[src/rtl/alu_result_demux_pkg.sv]
// alu_result_demux_pkg
//   Shared encodings for the ALU result demultiplexer:
//     ch_e          - destination channel selector values CH0..CH3
//     slot_state_e  - per-channel holding state EMPTY / FULL
//     ch_onehot()   - selector to one-hot channel mask
package alu_result_demux_pkg;

    localparam int NUM_CH = 4;

    typedef enum logic [1:0] {
        CH0 = 2'd0,
        CH1 = 2'd1,
        CH2 = 2'd2,
        CH3 = 2'd3
    } ch_e;

    typedef enum logic {
        SLOT_EMPTY = 1'b0,
        SLOT_FULL  = 1'b1
    } slot_state_e;

    function automatic logic [NUM_CH-1:0] ch_onehot(input logic [1:0] sel);
        logic [NUM_CH-1:0] mask;
        mask = '0;
        mask[sel] = 1'b1;
        return mask;
    endfunction

endpackage

[src/rtl/alu_result_demux_slot.sv]
// demux_out_slot
//   One output channel of the ALU result demultiplexer: EMPTY/FULL state,
//   held data word, transfer counter and (optionally) result flags.
//
//   Optional feature macro: ALU_RESULT_DEMUX_FLAGS_EN adds zero_flag/neg_flag.
//
//   Handshake: a word is loaded when load is high on a rising clk edge
//   (the parent has already qualified it with in_valid & in_ready and the
//   selector). A transfer happens when out_valid and out_ready are both high
//   on a rising clk edge; out_valid never depends on out_ready.
//
//   Ports:
//     clk, reset     - clock, asynchronous active-high reset
//     load           - accept data_in into this channel at this edge
//     data_in        - word to capture
//     out_ready      - consumer takes the held word this cycle
//     out_valid      - channel holds a word (state FULL)
//     data_out       - held word
//     count          - completed transfer count, wraps
//     state          - current FSM state (debug visibility)
//     zero_flag      - held word is zero      (flags build only)
//     neg_flag       - held word MSB          (flags build only)
module demux_out_slot
    import alu_result_demux_pkg::*;
#(
    parameter int WIDTH = 32,
    parameter int CNT_W = 8
) (
    input  logic             clk,
    input  logic             reset,
    input  logic             load,
    input  logic [WIDTH-1:0] data_in,
    input  logic             out_ready,
    output logic             out_valid,
    output logic [WIDTH-1:0] data_out,
    output logic [CNT_W-1:0] count,
`ifdef ALU_RESULT_DEMUX_FLAGS_EN
    output logic             zero_flag,
    output logic             neg_flag,
`endif
    output slot_state_e      state
);

    slot_state_e      state_q;
    slot_state_e      state_d;
    logic [WIDTH-1:0] data_q;
    logic [CNT_W-1:0] count_q;
    logic             transfer;

    assign transfer = (state_q == SLOT_FULL) && out_ready;

    // State register
    always_ff @(posedge clk or posedge reset) begin
        if (reset) begin
            state_q <= SLOT_EMPTY;
        end else begin
            state_q <= state_d;
        end
    end

    // Next-state logic: a load always wins, so drain+fill on one edge stays FULL
    always_comb begin
        state_d = state_q;
        case (state_q)
            SLOT_EMPTY: if (load) state_d = SLOT_FULL;
            SLOT_FULL:  if (transfer && !load) state_d = SLOT_EMPTY;
            default:    state_d = SLOT_EMPTY;
        endcase
    end

    // Output logic
    always_comb begin
        out_valid = (state_q == SLOT_FULL);
    end

    // Data register: only a load changes it, so the word holds while FULL
    always_ff @(posedge clk or posedge reset) begin
        if (reset) begin
            data_q <= '0;
        end else if (load) begin
            data_q <= data_in;
        end
    end

    always_ff @(posedge clk or posedge reset) begin
        if (reset) begin
            count_q <= '0;
        end else if (transfer) begin
            count_q <= count_q + {{(CNT_W-1){1'b0}}, 1'b1};
        end
    end

`ifdef ALU_RESULT_DEMUX_FLAGS_EN
    logic zero_q;
    logic neg_q;

    // Flags are captured with the word and cleared when the slot empties
    always_ff @(posedge clk or posedge reset) begin
        if (reset) begin
            zero_q <= 1'b0;
            neg_q  <= 1'b0;
        end else if (load) begin
            zero_q <= (data_in == '0);
            neg_q  <= data_in[WIDTH-1];
        end else if (transfer) begin
            zero_q <= 1'b0;
            neg_q  <= 1'b0;
        end
    end

    assign zero_flag = zero_q;
    assign neg_flag  = neg_q;
`endif

    assign data_out = data_q;
    assign count    = count_q;
    assign state    = state_q;

endmodule

[src/rtl/alu_result_demux.sv]
// alu_result_demux
//   Routes each accepted ALU result word to one of four output channels,
//   each of which holds one word until its consumer takes it.
//
//   Optional feature macro: ALU_RESULT_DEMUX_FLAGS_EN adds zero_flag/neg_flag.
//
//   Handshake: input word accepted when in_valid & in_ready on a rising edge;
//   channel k transfers when out_valid[k] & out_ready[k] on a rising edge.
//   in_ready depends only on the selected channel's state and out_ready,
//   never on in_valid; out_valid never depends on out_ready.
//
//   Ports:
//     clk, reset            - clock, asynchronous active-high reset
//     in_valid / in_ready   - input handshake
//     selector              - destination channel for the input word
//     data_in               - input word
//     out_valid / out_ready - per-channel output handshake (bit k = channel k)
//     data_out0..3          - per-channel held word
//     count0..3             - per-channel completed transfer count
//     zero_flag, neg_flag   - per-channel flags (flags build only)
//     state_dbg             - per-channel FSM state, 2 bits per channel
module alu_result_demux
    import alu_result_demux_pkg::*;
#(
    parameter int WIDTH = 32,
    parameter int CNT_W = 8
) (
    input  logic             clk,
    input  logic             reset,
    input  logic             in_valid,
    output logic             in_ready,
    input  logic [1:0]       selector,
    input  logic [WIDTH-1:0] data_in,
    output logic [3:0]       out_valid,
    input  logic [3:0]       out_ready,
    output logic [WIDTH-1:0] data_out0,
    output logic [WIDTH-1:0] data_out1,
    output logic [WIDTH-1:0] data_out2,
    output logic [WIDTH-1:0] data_out3,
    output logic [CNT_W-1:0] count0,
    output logic [CNT_W-1:0] count1,
    output logic [CNT_W-1:0] count2,
    output logic [CNT_W-1:0] count3,
`ifdef ALU_RESULT_DEMUX_FLAGS_EN
    output logic [3:0]       zero_flag,
    output logic [3:0]       neg_flag,
`endif
    output logic [7:0]       state_dbg
);

    logic             accept;
    logic [3:0]       load;
    logic [WIDTH-1:0] data_arr  [NUM_CH];
    logic [CNT_W-1:0] count_arr [NUM_CH];
    slot_state_e      state_arr [NUM_CH];

    assign in_ready = !out_valid[selector] || out_ready[selector];
    assign accept   = in_valid && in_ready;
    assign load     = accept ? ch_onehot(selector) : 4'b0000;

    for (genvar k = 0; k < NUM_CH; k++) begin : g_slot
        demux_out_slot #(
            .WIDTH (WIDTH),
            .CNT_W (CNT_W)
        ) u_slot (
            .clk       (clk),
            .reset     (reset),
            .load      (load[k]),
            .data_in   (data_in),
            .out_ready (out_ready[k]),
            .out_valid (out_valid[k]),
            .data_out  (data_arr[k]),
            .count     (count_arr[k]),
`ifdef ALU_RESULT_DEMUX_FLAGS_EN
            .zero_flag (zero_flag[k]),
            .neg_flag  (neg_flag[k]),
`endif
            .state     (state_arr[k])
        );
        assign state_dbg[2*k +: 2] = {1'b0, state_arr[k]};
    end

    assign data_out0 = data_arr[0];
    assign data_out1 = data_arr[1];
    assign data_out2 = data_arr[2];
    assign data_out3 = data_arr[3];
    assign count0    = count_arr[0];
    assign count1    = count_arr[1];
    assign count2    = count_arr[2];
    assign count3    = count_arr[3];

endmodule

[config.mk]
export PLATFORM = sky130hd
export DESIGN_NAME = alu_result_demux
export DESIGN_NICKNAME = d
export VERILOG_FILES = /design/src/rtl/alu_result_demux_pkg.sv /design/src/rtl/alu_result_demux_slot.sv /design/src/rtl/alu_result_demux.sv
export SDC_FILE = /design/constraint.sdc
export NUM_CORES = 1
export LEC_CHECK = 0
export ABC_AREA = 1
export BUFFER_PORTS_ARGS = -buffer_cell sky130_fd_sc_hd__buf_2
export CAP_MARGIN = 20
export CORE_ASPECT_RATIO = 1.75
export CORE_MARGIN = 3
export CORE_UTILIZATION = 25
export DETAILED_ROUTE_END_ITERATION = 7
export GPL_TIMING_DRIVEN = 0
export MAX_ROUTING_LAYER = met4
export SYNTH_ARGS = -nofsm -noshare
export SYNTH_HDL_FRONTEND = slang
export SYNTH_SLANG_ARGS = --single-unit
[constraint.sdc]
create_clock -name clk -period 7.05 [get_ports clk]
set_input_delay 1.41 -clock clk [delete_from_list [all_inputs] [get_ports clk]]
set_output_delay 1.41 -clock clk [all_outputs]
set_load 0.05 [all_outputs]
Word level (Yosys, flattened, before mapping)
Cells that the tools add are included.
{"block": "op_classes", "muxes": 19, "div_mod_pow": 0, "n_addsub": 4, "shifts": 0, "n_reduce_logical": 16, "magnitude_cmp": 2, "mul": 0, "eq_ne": 0, "bitwise": 4}
{"cell": "$add A8 B1 Y8 const B", "count": 4}
{"cell": "$mux W1", "count": 11}
{"cell": "$logic_and A1 B1 Y1", "count": 10}
{"cell": "$pmux W1 S2", "count": 4}
{"cell": "$logic_not A1 Y1", "count": 5}
{"cell": "$bmux W1 S2", "count": 2}
{"cell": "$mux W4", "count": 1}
{"cell": "$not A1 Y1", "count": 4}
{"cell": "$lt A2 B3 Y1 const B", "count": 1}
{"cell": "$demux W1 S2", "count": 1}
{"cell": "$ge A2 B1 Y1 const B", "count": 1}
{"cell": "$logic_or A1 B1 Y1", "count": 1}
{"block": "word_totals", "in_bits": 41, "mem_bits_ro": 0, "mem_bits_rw": 0, "memories": 0, "latchBits": 0, "regBits": 164, "elab_cells": 57}

Longest topological paths before layout
Gate-level depths: netlist (run 1).
{"block": "depth", "word_depth": 10, "ltp_mapped": 11, "mapped_depth_nobuf": 9}

Hierarchy
Synthesis (run 1) repeated with hierarchy kept, for this count alone.
{"block": "hier_totals", "hier_cells": 775, "area_unflattened_um2": 6844.1}
{"mod": "demux_out_slot", "seq_area_each_um2": 1026.0, "area_each_um2": 1661.6, "n_inst": 4, "cells_per_inst": 185}
{"mod": "alu_result_demux", "seq_area_each_um2": 0.0, "area_each_um2": 197.7, "n_inst": 1, "cells_per_inst": 35}

Least setup slack after synthesis (run 1)
Ideal clock, no wire load.
{"block": "synth_timing", "path_kind": "in2out", "from": "in selector[1]", "to": "out in_ready", "path_slack_ps": 3324, "cell_stages": 7, "t_arrival_ps": 2316, "path_buffers": 2, "cell_sequence": "buf_2 > nor2_4 > nand2_1 > nand2_1 > nor2_2 > nand2_4 > buf_2"}
{"block": "synth_between", "elab_chain_len": 4, "word_cells_on_any_way": 6, "cone_classes": "4 x mux; 2 x reduce/logical"}
{"element": "start: declaration", "line": "alu_result_demux.sv:32", "text": "input logic [1:0] selector,"}
{"element": "$bmux W1 S2", "line": "alu_result_demux.sv:57", "text": "assign in_ready = !out_valid[selector] || out_ready[selector];"}
{"element": "$mux W1 (not written as such)", "line": "alu_result_demux.sv:57"}
{"element": "$logic_not A1 Y1", "line": "alu_result_demux.sv:57"}
{"element": "$logic_or A1 B1 Y1 *", "line": "alu_result_demux.sv:57"}
{"element": "end: declaration", "line": "alu_result_demux.sv:31", "text": "output logic in_ready,"}
Mark *: on every way between the ends. The rest lies on a longest branch, timed or not. The select of a mux whose other input is x is not followed.

Final worst setup path (run 1)
Same ends and word-level chain as after synthesis.

==> results.py, run 1 <==
metrics = {
    "setup_path": {
        "cp.depth": 8,
        "cp.required_ns": 5.64,
        "crit_fanout": 10,
        "crit_path_end_kind": "output port",
        "critPathLaunchType": "input port",
        "cp.arrival_ns": 2.76,
        "path_cells": "buf_2 > nor2_4 > nand2_1 > nand2_1 > nor2_2 > nand2_4 > buf_2 > buf_2",
        "cpMostUsedCell": "buf_2",
        "critPathKind": "input port to output port",
        "cp_slowest_cell": "buf_2",
        "crit_family": "buffers and inverters",
        "r2r_cells": 9,
        "crit_path_max_incr_delay_ns": 0.32,
        "crit_buf_inv": 3,
    },
    "sta": {
        "fmax_ghz": 0.240,
        "min_period_ns": 4.17,
        "setup_ws_ns": 2.88,
        "drv_slew": 0,
        "whs_ns": 0.466,
        "worst_pin_slew_ns": 0.701,
        "post-route-period-util_pct": 59.1,
        "slew_headroom_pct": 53.3,
        "fin_skew_ns": 0.0100,
        "setup_violations": 0,
        "fin_tns_setup_ns": 0,
        "rsz0062_at_grt": "no",
        "finalHoldViolCount": 0,
    },
    "clock_network": {
        "clockRootBuffer": "clkbuf_16",
        "clkTransAtPathRegs_ns": 0.06,
        "cts.sinks": 164,
        "cts_made_buffers": 17,
        "cts_tree": "done",
        "htreeDepth": 4,
        "clock_path_buffers": 2,
        "insertion_delay_ns": 0.44,
        "cts_hold_buf": 0,
        "post_cts_buffers": 0,
        "cts_resized": 0,
    },
    "synth": {
        "synth_top_area_share_pct": 58.0,
        "synth_edf_count": 0,
        "synth.avg_cell_area_um2": 9.31,
        "yosysTopAreaCell": "dfrtp_1",
        "ys_ff_latch": 164,
        "ys_async_sr_fraction_pct": 100,
        "ys_warn_count": 0,
        "syn_inst": 760,
        "synthDistinctLibCells": 24,
        "synth.most_common_cell": "nand2_1",
        "synth_seq_area_share_pct": 58.0,
        "synth_area_leaders": "dfrtp_1 (58%), nand2_1 (16%), nand4_1 (11%)",
        "synth_flop_cell": "dfrtp_1",
        "syn_area_um2": 7070,
        "synth_common_cells": "nand2_1 (298), dfrtp_1 (164), nand4_1 (130)",
    },
    "placed_design": {
        "gp_congestion": 0.803,
        "numPortBuffers": 206,
        "dp_hpwl_um": 18700,
        "dp_cells": 1339,
        "dp_worst_setup_slack_ns": 2.88,
    },
    "min_path": {
        "worst_hold_path.num_cells": 2,
        "hp-class": "register to register",
    },
    "floorplan": {
        "die_x_um": 133,
        "fp.dieH_um": 229,
        "die_area_um2": 30400,
        "pin_count": 214,
        "core_area_um2": 27500,
        "start_util_pct": 25.7,
        "num_rows": 80,
    },
    "run_status": {
        "status": "finished, final reports clean",
    },
    "routing": {
        "dr_total_vias": 6262,
        "drt_iter0_drc": 395,
        "dr.pass1.iters": 5,
        "drc": 0,
        "via_per_inst": 4.56,
        "wl_per_cell_um": 18.3,
        "wl_um": 25100,
        "antenna_left": 0,
    },
    "cells_and_area": {
        "final_nets": 1034,
        "fillerInstances": 2902,
        "area.growth.synth_to_final_pct": 30.3,
        "post-route-util_pct": 33.5,
        "fin_cells": 1372,
        "drive_gt1_share_pct": 28.9,
    },
    "run": {
        "cap_violations": 0,
    },
    "power": {
        "p_leak_nw": 5.05,
        "powerDensity_nw_per_um2": 389,
        "peakVddDrop_mv": 0.171,
    },
    "grt": {
        "grt_pass1_vias": 6412,
        "grt_start_max_net_pins": 125,
        "antenna_found_initial": 1,
        "grt_pass1_wl_um": 38600,
        "track_usage_pct": 17.2,
        "grt.overflow.total": 0,
    },
}
## final timing paths
kind	start	endpoint	slack [ns]
min in group asynchronous	reset	g_slot[1].u_slot.data_out[28]$_DFFE_PP0P_	0.94
setup / recovery	selector[1]	in_ready	2.88
hold / removal	g_slot[0].u_slot.data_out[1]$_DFFE_PP0P_	g_slot[0].u_slot.data_out[1]$_DFFE_PP0P_	0.47
max in group asynchronous	reset	g_slot[0].u_slot.data_out[5]$_DFFE_PP0P_	5.15
hold reg to reg	g_slot[0].u_slot.data_out[1]$_DFFE_PP0P_	g_slot[0].u_slot.data_out[1]$_DFFE_PP0P_	0.47
setup reg to reg	g_slot[0].u_slot.out_valid$_DFF_PP0_	g_slot[1].u_slot.data_out[25]$_DFFE_PP0P_	5.44
## worst register-to-register path, delay by kind of cell, from the launching register on
| kind | cells | cell delay, ns |
|---|---|---|
| DFF | 1 | 0.46 |
| and+or+nand+nor | 8 | 0.76 |
| buffers and inverters | 1 | 0.29 |
## cells by family after synthesis
logic type	Yosys count	share of synthesized area, %
XOR/XNOR	25	3.10
AO/OA/AOI/OAI	4	0.283
adder cells (fa/ha/maj)	4	0.708
AND/OR/NAND/NOR	465	30.2
other	1	0.0530
multiplexers	2	0.318
flip-flops	164	58.0
buffers and inverters	95	7.29
## state kept, by name, indices dropped and copies added, names as in the netlist
| signal | flops |
|---|---|
| g_slot.u_slot.out_valid | 4 |
| g_slot.u_slot.count | 32 |
| g_slot.u_slot.data_out | 128 |
## power breakdown
group,switching (mW),leakage [nW],internal [mW]
Clock,0.398,0.292,0.569
Combinational,1.06,2.70,0.274
Sequential,0.147,2.06,1.14
## cell usage in the layout (no fill, tap or decap), drive strengths merged
cell type and n:
nor2 14, clkinvlp 1, xor2 16, clkbuf 40, bufinv 3, xnor2 9
diode 1, clkinv 5, nand3 15, dfrtp 164, inv 30, and3 2
mux2 2, ha 4, nand4 130, buf 255, nor3 5, nand2 299
conb 4, o21ai 4
## layer usage
layer	vias up	global-route usage (%)	share of wire [%]
met2	175	30.7	54
met4	0	7.05	3.1
li1	2970	-	-
met5	-	-	0
met1	3079	18.6	38
met3	38	3.50	4.5
## area by class of cell
type                    count  area (um^2)  area share (%)
inverters                  28          113            1.22
multi-input cells         504         2460            26.7
repair buffers            207         1060            11.5
plain buffers              67          410            4.45
clock buffers              21          450            4.89
diodes                      1         2.50          0.0272
clock inverters            11          151            1.64
well taps                 369          462            5.01
flip-flops and latches    164         4100            44.5
## per-stage QoR
| stage | area (um^2) | power, mW |
|---|---|---|
| 6_report | 9220 | 3.59 |
| 5_1_grt | 9220 | 3.76 |
| 3_3_place_gp | 8580 | 2.63 |
| 3_5_place_dp | 8610 | 2.65 |
| 4_1_cts | 9210 | 3.64 |
| 2_1_floorplan | 7080 | 2.27 |
(Power assumes the default switching activity.)
==> run 2: changes to the inputs <==
ABC_AREA = 0   (was 1)
clock period = 4.1 ns   (was 7.05 ns; I/O delays follow)
==> run 2 against run 1 <==
  * Core utilization rose by 0.47 points
  * First-iteration DRC count fell by 85%
  * Largest power group unchanged
  * Critical endpoint unchanged
  * Routed wire length fell by 34%
==> results.py, run 2 <==
metrics = {
    "run_status": {
        "status": "finished, final reports clean",
    },
    "placed_design": {
        "dp_hpwl_um": 12200,
        "dp_worst_setup_slack_ns": 1.43,
        "gp_congestion": 0.774,
        "numPortBuffers": 209,
    },
    "synth": {
        "syn_area_um2": 6470,
        "synth_area_leaders": "dfrtp_1 (63%), mux2_2 (22%), xnor2_1 (2.6%)",
        "synth_flop_cell": "dfrtp_1",
        "yosysTopAreaCell": "dfrtp_1",
        "ys_ff_latch": 164,
        "synth.most_common_cell": "dfrtp_1",
        "synth.avg_cell_area_um2": 15.4,
        "synthDistinctLibCells": 26,
        "synth_common_cells": "dfrtp_1 (164), mux2_2 (128), nand2_1 (21)",
        "ys_async_sr_fraction_pct": 100,
        "synth_top_area_share_pct": 63.5,
        "syn_inst": 419,
        "ys_warn_count": 0,
        "synth_edf_count": 0,
        "synth_seq_area_share_pct": 63.5,
    },
    "power": {
        "peakVddDrop_mv": 0.332,
        "p_leak_nw": 4.12,
        "powerDensity_nw_per_um2": 707,
    },
    "setup_path": {
        "crit_start": "out_ready[0]",
        "crit_end": "in_ready",
        "r2r_end": "g_slot[1].u_slot.data_out[6]$_DFFE_PP0P_",
        "cp.arrival_ns": 1.84,
        "cp.required_ns": 3.28,
        "r2r_slack_ns": 2.37,
        "crit_path_end_kind": "output port",
        "critPathLaunchType": "input port",
        "r2r_cells": 4,
        "crit_fanout": 6,
        "critPathKind": "input port to output port",
        "r2r-start": "g_slot[1].u_slot.out_valid$_DFF_PP0_",
    },
    "routing": {
        "drc": 0,
        "dr_total_vias": 4198,
        "wl_um": 16500,
        "dr.pass1.iters": 4,
        "antenna_left": 0,
        "wl_per_cell_um": 16.8,
        "drt_iter0_drc": 60,
        "via_per_inst": 4.27,
    },
    "clock_network": {
        "clockRootBuffer": "clkbuf_16",
        "htreeDepth": 4,
        "cts_tree": "done",
        "cts_hold_buf": 0,
        "cts.sinks": 164,
        "clkTransAtPathRegs_ns": 0.06,
        "post_cts_buffers": 0,
        "insertion_delay_ns": 0.44,
        "clock_path_buffers": 2,
        "cts_made_buffers": 17,
        "cts_resized": 0,
    },
    "grt": {
        "antenna_found_initial": 1,
        "grt_start_max_net_pins": 42,
        "grt.overflow.total": 0,
        "grt_pass1_wl_um": 25000,
        "track_usage_pct": 12.5,
        "grt_pass1_vias": 4227,
    },
    "cells_and_area": {
        "final_nets": 699,
        "layout_common_cells": "buf_2 (213), dfrtp_1 (164), mux2_2 (128)",
        "drive_gt1_share_pct": 60.4,
        "ff_latch_area_um2": 4100,
        "fillerInstances": 2526,
        "largest_reg_flops": 128,
        "layout_commonest_cell": "buf_2",
        "multiInputGateArea_um2": 2150,
        "area.growth.synth_to_final_pct": 33.0,
    },
    "floorplan": {
        "fp.dieH_um": 219,
        "core_area_um2": 25300,
        "num_rows": 77,
        "start_util_pct": 25.5,
        "die_area_um2": 27900,
        "die_x_um": 128,
        "pin_count": 214,
    },
    "sta": {
        "rsz0062_at_grt": "no",
        "post-route-period-util_pct": 64.8,
        "setup_violations": 0,
        "fin_skew_ns": 0.00678,
        "fin_tns_setup_ns": 0,
        "min_period_ns": 2.66,
        "finalHoldViolCount": 0,
        "fmax_ghz": 0.376,
        "setup_ws_ns": 1.44,
        "drv_slew": 0,
    },
    "run": {
        "cap_violations": 0,
    },
    "min_path": {
        "hp-class": "input port to async pin",
    },
}
==> run 2: cell types whose count changed after synthesis, moves of 8 or more <==
cell / before / now
nand2_1: 298 / 21
inv_1: 26 / 1
xnor2_1: 9 / 19
mux2_2: 2 / 128
nor2_1: 12 / 4
clkbuf_1: 19 / 0
nand4_1: 130 / 7
buf_2: 16 / 4
==> run 2: how the worst min path moves through the flow <==
stage / from / endpoint / slack (ns) / cells past startpoint
6_report: reset / g_slot[1].u_slot.count[4]$_DFFE_PP0N_ / 0.40 / 2
5_1_grt: reset / g_slot[1].u_slot.data_out[30]$_DFFE_PP0P_ / 0.41 / 2
4_1_cts: reset / g_slot[1].u_slot.count[4]$_DFFE_PP0N_ / 0.37 / 2
3_5_place_dp: g_slot[2].u_slot.count[7]$_DFFE_PP0N_ / g_slot[2].u_slot.count[7]$_DFFE_PP0N_ / 0.46 / 1
3_3_place_gp: g_slot[0].u_slot.count[7]$_DFFE_PP0N_ / g_slot[0].u_slot.count[7]$_DFFE_PP0N_ / 0.45 / 1
2_1_floorplan: g_slot[1].u_slot.out_valid$_DFF_PP0_ / g_slot[1].u_slot.out_valid$_DFF_PP0_ / 0.55 / 2
==> run 2: where the power goes <==
part	internal, mW	leakage [nW]	total [mW]	switching, mW
logic	0.568	1.85	2.24	1.68
clock network	0.938	0.288	1.63	0.689
registers	1.97	1.99	2.21	0.241
==> run 2: critical path: stages <==
cell and delay [ns]:
buf_2 0.13, nand2b_1 0.19, mux4_2 0.47, buf_2 0.23
==> run 2: per-stage QoR <==
step / hold slack, ns / area, um^2 / utilization, % / power (mW) / cells
2_1_floorplan: 0.549 / 6480 / - / 3.92 / 422
3_3_place_gp: 0.452 / 7920 / 31.3 / 4.49 / 947
3_5_place_dp: 0.461 / 8000 / 31.6 / 4.52 / 951
4_1_cts: 0.372 / 8600 / 33.9 / 6.19 / 983
5_1_grt: 0.410 / 8600 / 34.0 / 6.37 / 984
6_report: 0.401 / 8600 / 34.0 / 6.08 / 984
==> run 2: final cells by class <==
type / count / share of cell area, %
clock buffer: 19 / 5.26
buffer: 26 / 2.52
multi-input combinational: 231 / 25.0
tap: 316 / 4.60
antenna: 1 / 0.0291
sequential: 164 / 47.7
clock inverter: 13 / 1.69
timing repair buffer: 213 / 13.1
inverter: 1 / 0.0873
==> run 2: routing by layer <==
| layer | GRT usage (%) | up-vias | wire (um) |
|---|---|---|---|
| li1 | - | 1919 | - |
| met1 | 12.6 | 2132 | 6130 |
| met2 | 22.1 | 124 | 9250 |
| met3 | 2.93 | 23 | 684 |
| met4 | 6.48 | 0 | 440 |
| met5 | - | - | 0 |
==> run 2: cell families after synthesis <==
group	after synthesis	share of synthesized area (%)
buffers and inverters	27	3.41
DFF	164	63.5
xor gates and xnor gates	28	3.79
and+or+nand+nor	61	5.09
muxes	133	23.3
other	1	0.0580
adders and majority gates	4	0.774
AOI/OAI and AO/OA	1	0.0773
